===== src/rtl/regmap_arb_pkg.sv =====
// Shared types and constants for the register-map access arbiter.
package regmap_arb_pkg;

    // Default widths of the register map this arbiter usually fronts.
    localparam int unsigned ADDR_W_DEF = 8;
    localparam int unsigned DATA_W_DEF = 16;

    // Width of the saturating error-response counter.
    localparam int unsigned ERR_CNT_W  = 8;

    // Transaction sequencer states.
    typedef enum logic [1:0] {
        ARB_IDLE  = 2'd0,
        ARB_ISSUE = 2'd1,
        ARB_GAP   = 2'd2
    } arb_state_e;

    // One register-map transaction as seen by a requester.
    typedef struct packed {
        logic                  we;
        logic [ADDR_W_DEF-1:0] addr;
        logic [DATA_W_DEF-1:0] wdata;
    } reg_txn_t;

endpackage


===== src/rtl/rr_arbiter.sv =====
// Combinational round-robin arbiter: scans the request vector starting at
// ptr and grants the first active requester. No grant while enable is low.
module rr_arbiter #(
    parameter  int unsigned NUM_REQ = 4,
    localparam int unsigned IDX_W   = (NUM_REQ > 1) ? $clog2(NUM_REQ) : 1
) (
    input  logic [NUM_REQ-1:0] req,
    input  logic [IDX_W-1:0]   ptr,
    input  logic               enable,
    output logic [NUM_REQ-1:0] gnt,
    output logic [IDX_W-1:0]   idx
);

    logic             found;
    int               sum;
    logic [IDX_W-1:0] cand;

    // Walk the requesters in priority order ptr, ptr+1, ... wrapping at NUM_REQ.
    always_comb begin
        gnt   = '0;
        idx   = '0;
        found = 1'b0;
        sum   = 0;
        cand  = '0;
        for (int i = 0; i < int'(NUM_REQ); i++) begin
            sum = int'(ptr) + i;
            if (sum >= int'(NUM_REQ)) begin
                sum = sum - int'(NUM_REQ);
            end
            cand = IDX_W'(sum);
            if (enable && !found && req[cand]) begin
                found     = 1'b1;
                gnt[cand] = 1'b1;
                idx       = cand;
            end
        end
    end

endmodule


===== src/rtl/regmap_access_arbiter.sv =====
// Shares one register-map access port among NUM_REQ requesters. Requests
// are granted round-robin, one transaction at a time; the map strobes are
// held until ack, err or a local timeout, then a one-cycle gap carries the
// tagged response back and lets the map's hazard/timeout logic re-arm.
module regmap_access_arbiter
    import regmap_arb_pkg::*;
#(
    parameter  int unsigned NUM_REQ    = 4,
    parameter  int unsigned ADDR_WIDTH = 8,
    parameter  int unsigned DATA_WIDTH = 16,
    parameter  int unsigned WAIT_LIMIT = 40,
    localparam int unsigned ID_WIDTH   = (NUM_REQ > 1) ? $clog2(NUM_REQ) : 1
) (
    input  logic                             clk_i,
    input  logic                             rst_ni,
    input  logic [NUM_REQ-1:0]               req_valid_i,
    input  logic [NUM_REQ-1:0]               req_we_i,
    input  logic [NUM_REQ*ADDR_WIDTH-1:0]    req_addr_i,
    input  logic [NUM_REQ*DATA_WIDTH-1:0]    req_wdata_i,
    output logic [NUM_REQ-1:0]               req_ready_o,
    output logic                             rsp_valid_o,
    output logic [ID_WIDTH-1:0]              rsp_id_o,
    output logic [DATA_WIDTH-1:0]            rsp_rdata_o,
    output logic                             rsp_err_o,
    output logic                             rsp_timeout_o,
    output logic [ADDR_WIDTH-1:0]            reg_addr_o,
    output logic                             reg_rd_req_o,
    output logic                             reg_wr_req_o,
    output logic [DATA_WIDTH-1:0]            reg_wr_data_o,
    input  logic [DATA_WIDTH-1:0]            reg_rd_data_i,
    input  logic                             reg_ack_i,
    input  logic                             reg_err_i,
    output logic                             busy_o,
    output logic [ERR_CNT_W-1:0]             err_cnt_o
);

    // Timer must be able to count up to WAIT_LIMIT on the final ISSUE cycle.
    localparam int unsigned TIMER_W = $clog2(WAIT_LIMIT + 1);

    arb_state_e            state;
    arb_state_e            state_nxt;

    logic [NUM_REQ-1:0]    gnt;
    logic [ID_WIDTH-1:0]   gnt_idx;
    logic                  any_gnt;
    logic                  arb_en;
    logic [ID_WIDTH-1:0]   ptr;
    logic [ID_WIDTH-1:0]   ptr_nxt;

    logic [ID_WIDTH-1:0]   hold_id;
    logic                  hold_we;
    logic [ADDR_WIDTH-1:0] hold_addr;
    logic [DATA_WIDTH-1:0] hold_wdata;

    logic [TIMER_W-1:0]    timer;
    logic                  timer_expired;
    logic                  issue_done;

    // Error counter increment that sticks at all-ones instead of wrapping.
    function automatic logic [ERR_CNT_W-1:0] sat_inc(input logic [ERR_CNT_W-1:0] v);
        return (&v) ? v : v + ERR_CNT_W'(1);
    endfunction

    // Arbitration is only live while idle; otherwise no ready is issued.
    assign arb_en  = (state == ARB_IDLE);
    assign any_gnt = |gnt;

    rr_arbiter #(
        .NUM_REQ (NUM_REQ)
    ) u_rr_arbiter (
        .req    (req_valid_i),
        .ptr    (ptr),
        .enable (arb_en),
        .gnt    (gnt),
        .idx    (gnt_idx)
    );

    // The requester after the winner gets top priority next time.
    assign ptr_nxt = (gnt_idx == ID_WIDTH'(NUM_REQ - 1)) ? '0 : gnt_idx + ID_WIDTH'(1);

    // Timer equals the number of ISSUE cycles already completed.
    assign timer_expired = (timer == TIMER_W'(WAIT_LIMIT - 1));
    assign issue_done    = reg_ack_i | reg_err_i | timer_expired;

    // State register; reset drops the strobes at once since they decode state.
    always_ff @(posedge clk_i or negedge rst_ni) begin
        if (!rst_ni) begin
            state <= ARB_IDLE;
        end else begin
            state <= state_nxt;
        end
    end

    // Next-state decode: IDLE -> ISSUE on any request, ISSUE -> GAP on completion.
    always_comb begin
        state_nxt = state;
        unique case (state)
            ARB_IDLE: begin
                if (|req_valid_i) begin
                    state_nxt = ARB_ISSUE;
                end
            end
            ARB_ISSUE: begin
                if (issue_done) begin
                    state_nxt = ARB_GAP;
                end
            end
            ARB_GAP: begin
                state_nxt = ARB_IDLE;
            end
            default: begin
                state_nxt = ARB_IDLE;
            end
        endcase
    end

    // Output decode: ready while idle, map strobes while issuing, response in the gap.
    always_comb begin
        req_ready_o   = '0;
        reg_rd_req_o  = 1'b0;
        reg_wr_req_o  = 1'b0;
        reg_addr_o    = '0;
        reg_wr_data_o = '0;
        rsp_valid_o   = 1'b0;
        busy_o        = 1'b1;
        unique case (state)
            ARB_IDLE: begin
                req_ready_o = gnt;
                busy_o      = 1'b0;
            end
            ARB_ISSUE: begin
                reg_addr_o    = hold_addr;
                reg_wr_data_o = hold_wdata;
                reg_rd_req_o  = ~hold_we;
                reg_wr_req_o  = hold_we;
            end
            ARB_GAP: begin
                rsp_valid_o = 1'b1;
            end
            default: begin
                busy_o = 1'b0;
            end
        endcase
    end

    // Winner's payload is latched on grant and held for the whole ISSUE phase.
    always_ff @(posedge clk_i) begin
        if (arb_en && any_gnt) begin
            hold_we    <= req_we_i[gnt_idx];
            hold_addr  <= req_addr_i[gnt_idx*ADDR_WIDTH +: ADDR_WIDTH];
            hold_wdata <= req_wdata_i[gnt_idx*DATA_WIDTH +: DATA_WIDTH];
        end
    end

    // Round-robin pointer and response tag advance only when a grant is made.
    always_ff @(posedge clk_i or negedge rst_ni) begin
        if (!rst_ni) begin
            ptr     <= '0;
            hold_id <= '0;
        end else if (arb_en && any_gnt) begin
            ptr     <= ptr_nxt;
            hold_id <= gnt_idx;
        end
    end

    // ISSUE-cycle timer: counts while issuing, cleared in the gap.
    always_ff @(posedge clk_i or negedge rst_ni) begin
        if (!rst_ni) begin
            timer <= '0;
        end else if (state == ARB_ISSUE) begin
            timer <= timer + TIMER_W'(1);
        end else if (state == ARB_GAP) begin
            timer <= '0;
        end
    end

    // Response capture on ISSUE exit; ack beats err, err beats the local timeout.
    always_ff @(posedge clk_i or negedge rst_ni) begin
        if (!rst_ni) begin
            rsp_id_o      <= '0;
            rsp_rdata_o   <= '0;
            rsp_err_o     <= 1'b0;
            rsp_timeout_o <= 1'b0;
        end else if ((state == ARB_ISSUE) && issue_done) begin
            rsp_id_o <= hold_id;
            if (reg_ack_i) begin
                rsp_rdata_o   <= hold_we ? '0 : reg_rd_data_i;
                rsp_err_o     <= 1'b0;
                rsp_timeout_o <= 1'b0;
            end else if (reg_err_i) begin
                rsp_rdata_o   <= '0;
                rsp_err_o     <= 1'b1;
                rsp_timeout_o <= 1'b0;
            end else begin
                rsp_rdata_o   <= '0;
                rsp_err_o     <= 1'b1;
                rsp_timeout_o <= 1'b1;
            end
        end
    end

    // Error responses are tallied as they are delivered in the gap.
    always_ff @(posedge clk_i or negedge rst_ni) begin
        if (!rst_ni) begin
            err_cnt_o <= '0;
        end else if ((state == ARB_GAP) && rsp_err_o) begin
            err_cnt_o <= sat_inc(err_cnt_o);
        end
    end

endmodule


===== config.mk =====
export PLATFORM = sky130hd
export DESIGN_NAME = regmap_access_arbiter
export DESIGN_NICKNAME = d
export VERILOG_FILES = /design/src/rtl/regmap_arb_pkg.sv /design/src/rtl/rr_arbiter.sv /design/src/rtl/regmap_access_arbiter.sv
export SDC_FILE = /design/constraint.sdc
export NUM_CORES = 1
export LEC_CHECK = 0
export BUFFER_PORTS_ARGS = -buffer_cell sky130_fd_sc_hd__buf_2
export CAP_MARGIN = 15
export CORE_MARGIN = 8
export CORE_UTILIZATION = 51
export CTS_CLUSTER_SIZE = 40
export DETAILED_ROUTE_END_ITERATION = 8
export PLACE_DENSITY = 0.93
export SETUP_SLACK_MARGIN = 0.05
export SLEW_MARGIN = 20
export SYNTH_ARGS = -nofsm -noshare
export SYNTH_HDL_FRONTEND = slang
export SYNTH_HIERARCHICAL = 1
export SYNTH_SLANG_ARGS = --single-unit

===== constraint.sdc =====
create_clock -name clk_i -period 9.2 [get_ports clk_i]
set_input_delay 0.46 -clock clk_i [delete_from_list [all_inputs] [get_ports clk_i]]
set_output_delay 0.46 -clock clk_i [all_outputs]
set_load 0.03 [all_outputs]

==> summary.txt <==
Clocking
  • Clock Tree Root: clkbuf_8
  • Max Root-Sink Buffers: 2
  • # clock sinks: between 60 and 70
  • Clock transition at path regs: around 80 ps
  • TritonCTS clock tree: yes
  • CTS Buf Count: 9
  • Post-cts sizing count: 0
  • Post-CTS Setup Inserts: 0
  • H-tree lvl count: 3
  • CTS Hold Bufs: 0
  • Clock Latency Late Sink: between 300 and 400 ps

Logic synthesis
  • Syn Std Cell Area: 3870 µm²
  • Main combinational cell family by area after synthesis: multiplexers
  • Cell variety after synth: 55
  • Avg Cell Area, Syn: about 13 µm²
  • Adder-Cell Fraction of Synth Area: 4.53%
  • Post-Synth XOR/XNOR Area: under 10%
  • Seq/Total Area, Yosys: 45.3%
  • Synth Flop Type: dfrtp_1
  • Synth Area in Compound Gates: 13.0%
  • Syn Inst Count: between 300 and 400
  • Post-synth net total: ~440
  • Synthesis warning total: 6
  • Post-synth EDFFs: 25
  • Fraction of the mapped netlist area in simple logic gates: between 10% and 20%
  • Flops & latches, synth: between 60 and 70
  • Post-synthesis mux area share: a little under a fifth
  • Asr flop ratio synth: roughly three fifths

Placed design
  • Worst slack, placed: ~4800 ps
  • IO Port Bufs: 183
  • DPL Wire Length: 9.21 mm
  • Placed cell count: between 500 and 600
  • Final weighted congestion in routability-driven placement: between 0.8 and 0.9

Floorplanning
  • IO Pins: 184
  • Die Height: 103 µm
  • Die area: 10600 µm²
  • Initial Utilization: about 53%
  • Core ar.: roughly 7300 µm²
  • DIE WIDTH: a little over 100 µm
  • Row count: 31

Power and ir drop
  • Leak pwr: ~2.4 nW
  • Total power: around 1.7 mW
  • Peak supply drop: 0.172 mV
  • PwrDens: roughly 330 nW/µm²

Routing
  • 1st-pass router iterations: 4
  • First DRT Iteration DRCs: 204
  • Vias after detailed routing: approximately 3300
  • Vias/cell: around 5.7
  • DRC: 0
  • Post-route antenna net violation count: 0
  • DR WL/cell: around 19 µm
  • Final WL: between 10 and 15 mm

Worst setup path
  • CP max FO: 28
  • Worst EP required: a little over 9000 ps
  • Worst Setup Path Type: register to register
  • CP endpoint kind: register
  • Crit path DAT: roughly 4400 ps
  • Worst setup SP type: register
  • Internal reg-to-reg setup slack: ~4800 ps

Timing
  • Clock Skews: between 10 and 15 ps
  • TNS Setup: 0 ps
  • Final Max Tran Viols: 0
  • Tcrit/Tclk final: between 40% and 50%
  • Setup Viol. Count Final: 0
  • Rel. slew slack: between 30% and 40%
  • Worst slew pin tran: 988 ps
  • Final hold viol count: 0
  • Max Fclk: between 0.2 and 0.25 GHz
  • Min Tclk post-route: ~4400 ps
  • Unrepaired setup endpoints after global routing: no
  • Final Worst Setup Slack: 4760 ps

Outcome
  • Status: completed

Layout
  • Area Overhead vs Synth: 30.0%
  • Core Util, Final: 69.0%
  • Nets: just over 600
  • Final Non-Filler Cells: 589
  • Share of cells above drive strength 1: between 50 and 60%

Global route
  • Total gr overflow: 0
  • Vias in the first global route: ~3600
  • Largest net degree at the start of global routing: between 40 and 50
  • Initial antenna violation count: 2
  • GRT Total Usage: between 20% and 30%
  • First-pass GRT wire length: 17.8 mm

Min path
  • Tightest Hold Check Type: input port to async pin

Job
  • Max_cap viols: 0
-- Yosys cell counts, types with 3 or more instances --
cell type / n / area share, %
buf_2: 6 / 0.78
nand2_1: 18 / 1.7
clkbuf_1: 4 / 0.39
inv_1: 9 / 0.87
mux2_2: 6 / 1.7
and2_1: 32 / 5.2
xor2_1: 4 / 0.91
mux2i_1: 3 / 0.78
nor2b_1: 4 / 0.65
mux4_2: 27 / 16
a221o_1: 4 / 1.0
dfrtp_1: 40 / 26
a22o_1: 16 / 3.6
edfxtp_1: 25 / 19
a21boi_1: 4 / 0.78
a21oi_1: 9 / 1.2
o211ai_1: 4 / 0.78
ha_1: 14 / 4.5
o21ai_0: 15 / 1.9
nor2_1: 8 / 0.78
nand3_1: 8 / 1.0
nand4_1: 4 / 0.65
-- layout by cell type (no fill, tap or decap), types with 2 or more instances in the layout --
cell,count
a22o_1,16
ha_1,13
buf_4,2
a21boi_1,4
nor2b_1,4
nor2_1,8
o41ai_1,2
nand4_1,4
and2_4,2
nand3_1,8
xor2_1,4
mux4_2,27
diode_2,2
mux2_2,6
dfrtp_1,40
o41ai_2,2
mux2i_1,3
edfxtp_1,25
inv_1,9
o211ai_1,4
a221o_1,4
and4_1,2
nand2_1,18
and2_1,32
o21ai_0,15
a21oi_1,9
clkbuf_8,11
buf_2,183
-- per-layer routing --
metal | GRT usage [%] | wire length [µm]
met1 | 22.5 | 3910
met3 | 8.78 | 1260
met5 | 0 | 0
met2 | 39.4 | 5930
met4 | 9.34 | 274
-- state kept, by name (all words and copies together), names as in the netlist --
name,count
hold_id,2
rsp_id_o,2
err_cnt_o,8
rsp_err_o,1
timer,6
hold_we,1
state,2
rsp_rdata_o,16
rsp_timeout_o,1
hold_addr,8
hold_wdata,16
ptr,2
-- critical path, stage by stage (launching register included) --
cell	delay, ps
dfrtp_1	670
clkinv_1	440
ha_1	530
or2_2	320
o211ai_1	90
o21ai_0	110
and3b_2	290
a221o_1	330
o41ai_2	620
inv_1	620
-- per-stage QoR --
stage / hold WS (ps) / cell area (µm²)
floorplan: 164 / 3870
global placement: 484 / 4820
detailed placement: 487 / 4820
CTS: 264 / 5020
global route: 308 / 5030
finish: 248 / 5030
-- final cells by class --
cell class              instances  area [µm²]
diodes                          2        5.00
clock buffers                  13         180
clock inverters                 3        21.3
fillers                       562        2260
inverters                      10        37.5
multi-input cells             212        1980
flip-flops and latches         65        1750
well taps                      99         124
repair buffers                185         931
-- report_power, final --
part	switching, mW	internal (mW)
Clock	0.105	0.129
Combinational	0.570	0.366
Sequential	0.0560	0.445
Total	0.731	0.941
-- worst paths after layout --
path                                  start         endpoint  depth (start not counted)
max                                  ptr[0]    hold_wdata[2]                          9
min                                  rst_ni   rsp_rdata_o[1]                          1
max reg2reg                          ptr[0]    hold_wdata[2]                          9
min reg2reg                 rsp_rdata_o[10]  rsp_rdata_o[10]                          1
max in group asynchronous            rst_ni         timer[0]                          1
min in group clk_i         reg_rd_data_i[5]   rsp_rdata_o[5]                          2
-- cell families (layout without fill, tap and decap cells) --
kind of cell / Yosys count / in the layout
mux: 37 / 37
buf+inv: 28 / 211
simple gates: 90 / 90
xor+xnor: 5 / 5
flops: 65 / 65
fa+ha+maj: 14 / 14
compound gates: 66 / 66
other cells: 0 / 2
(Power assumes the default switching activity.)
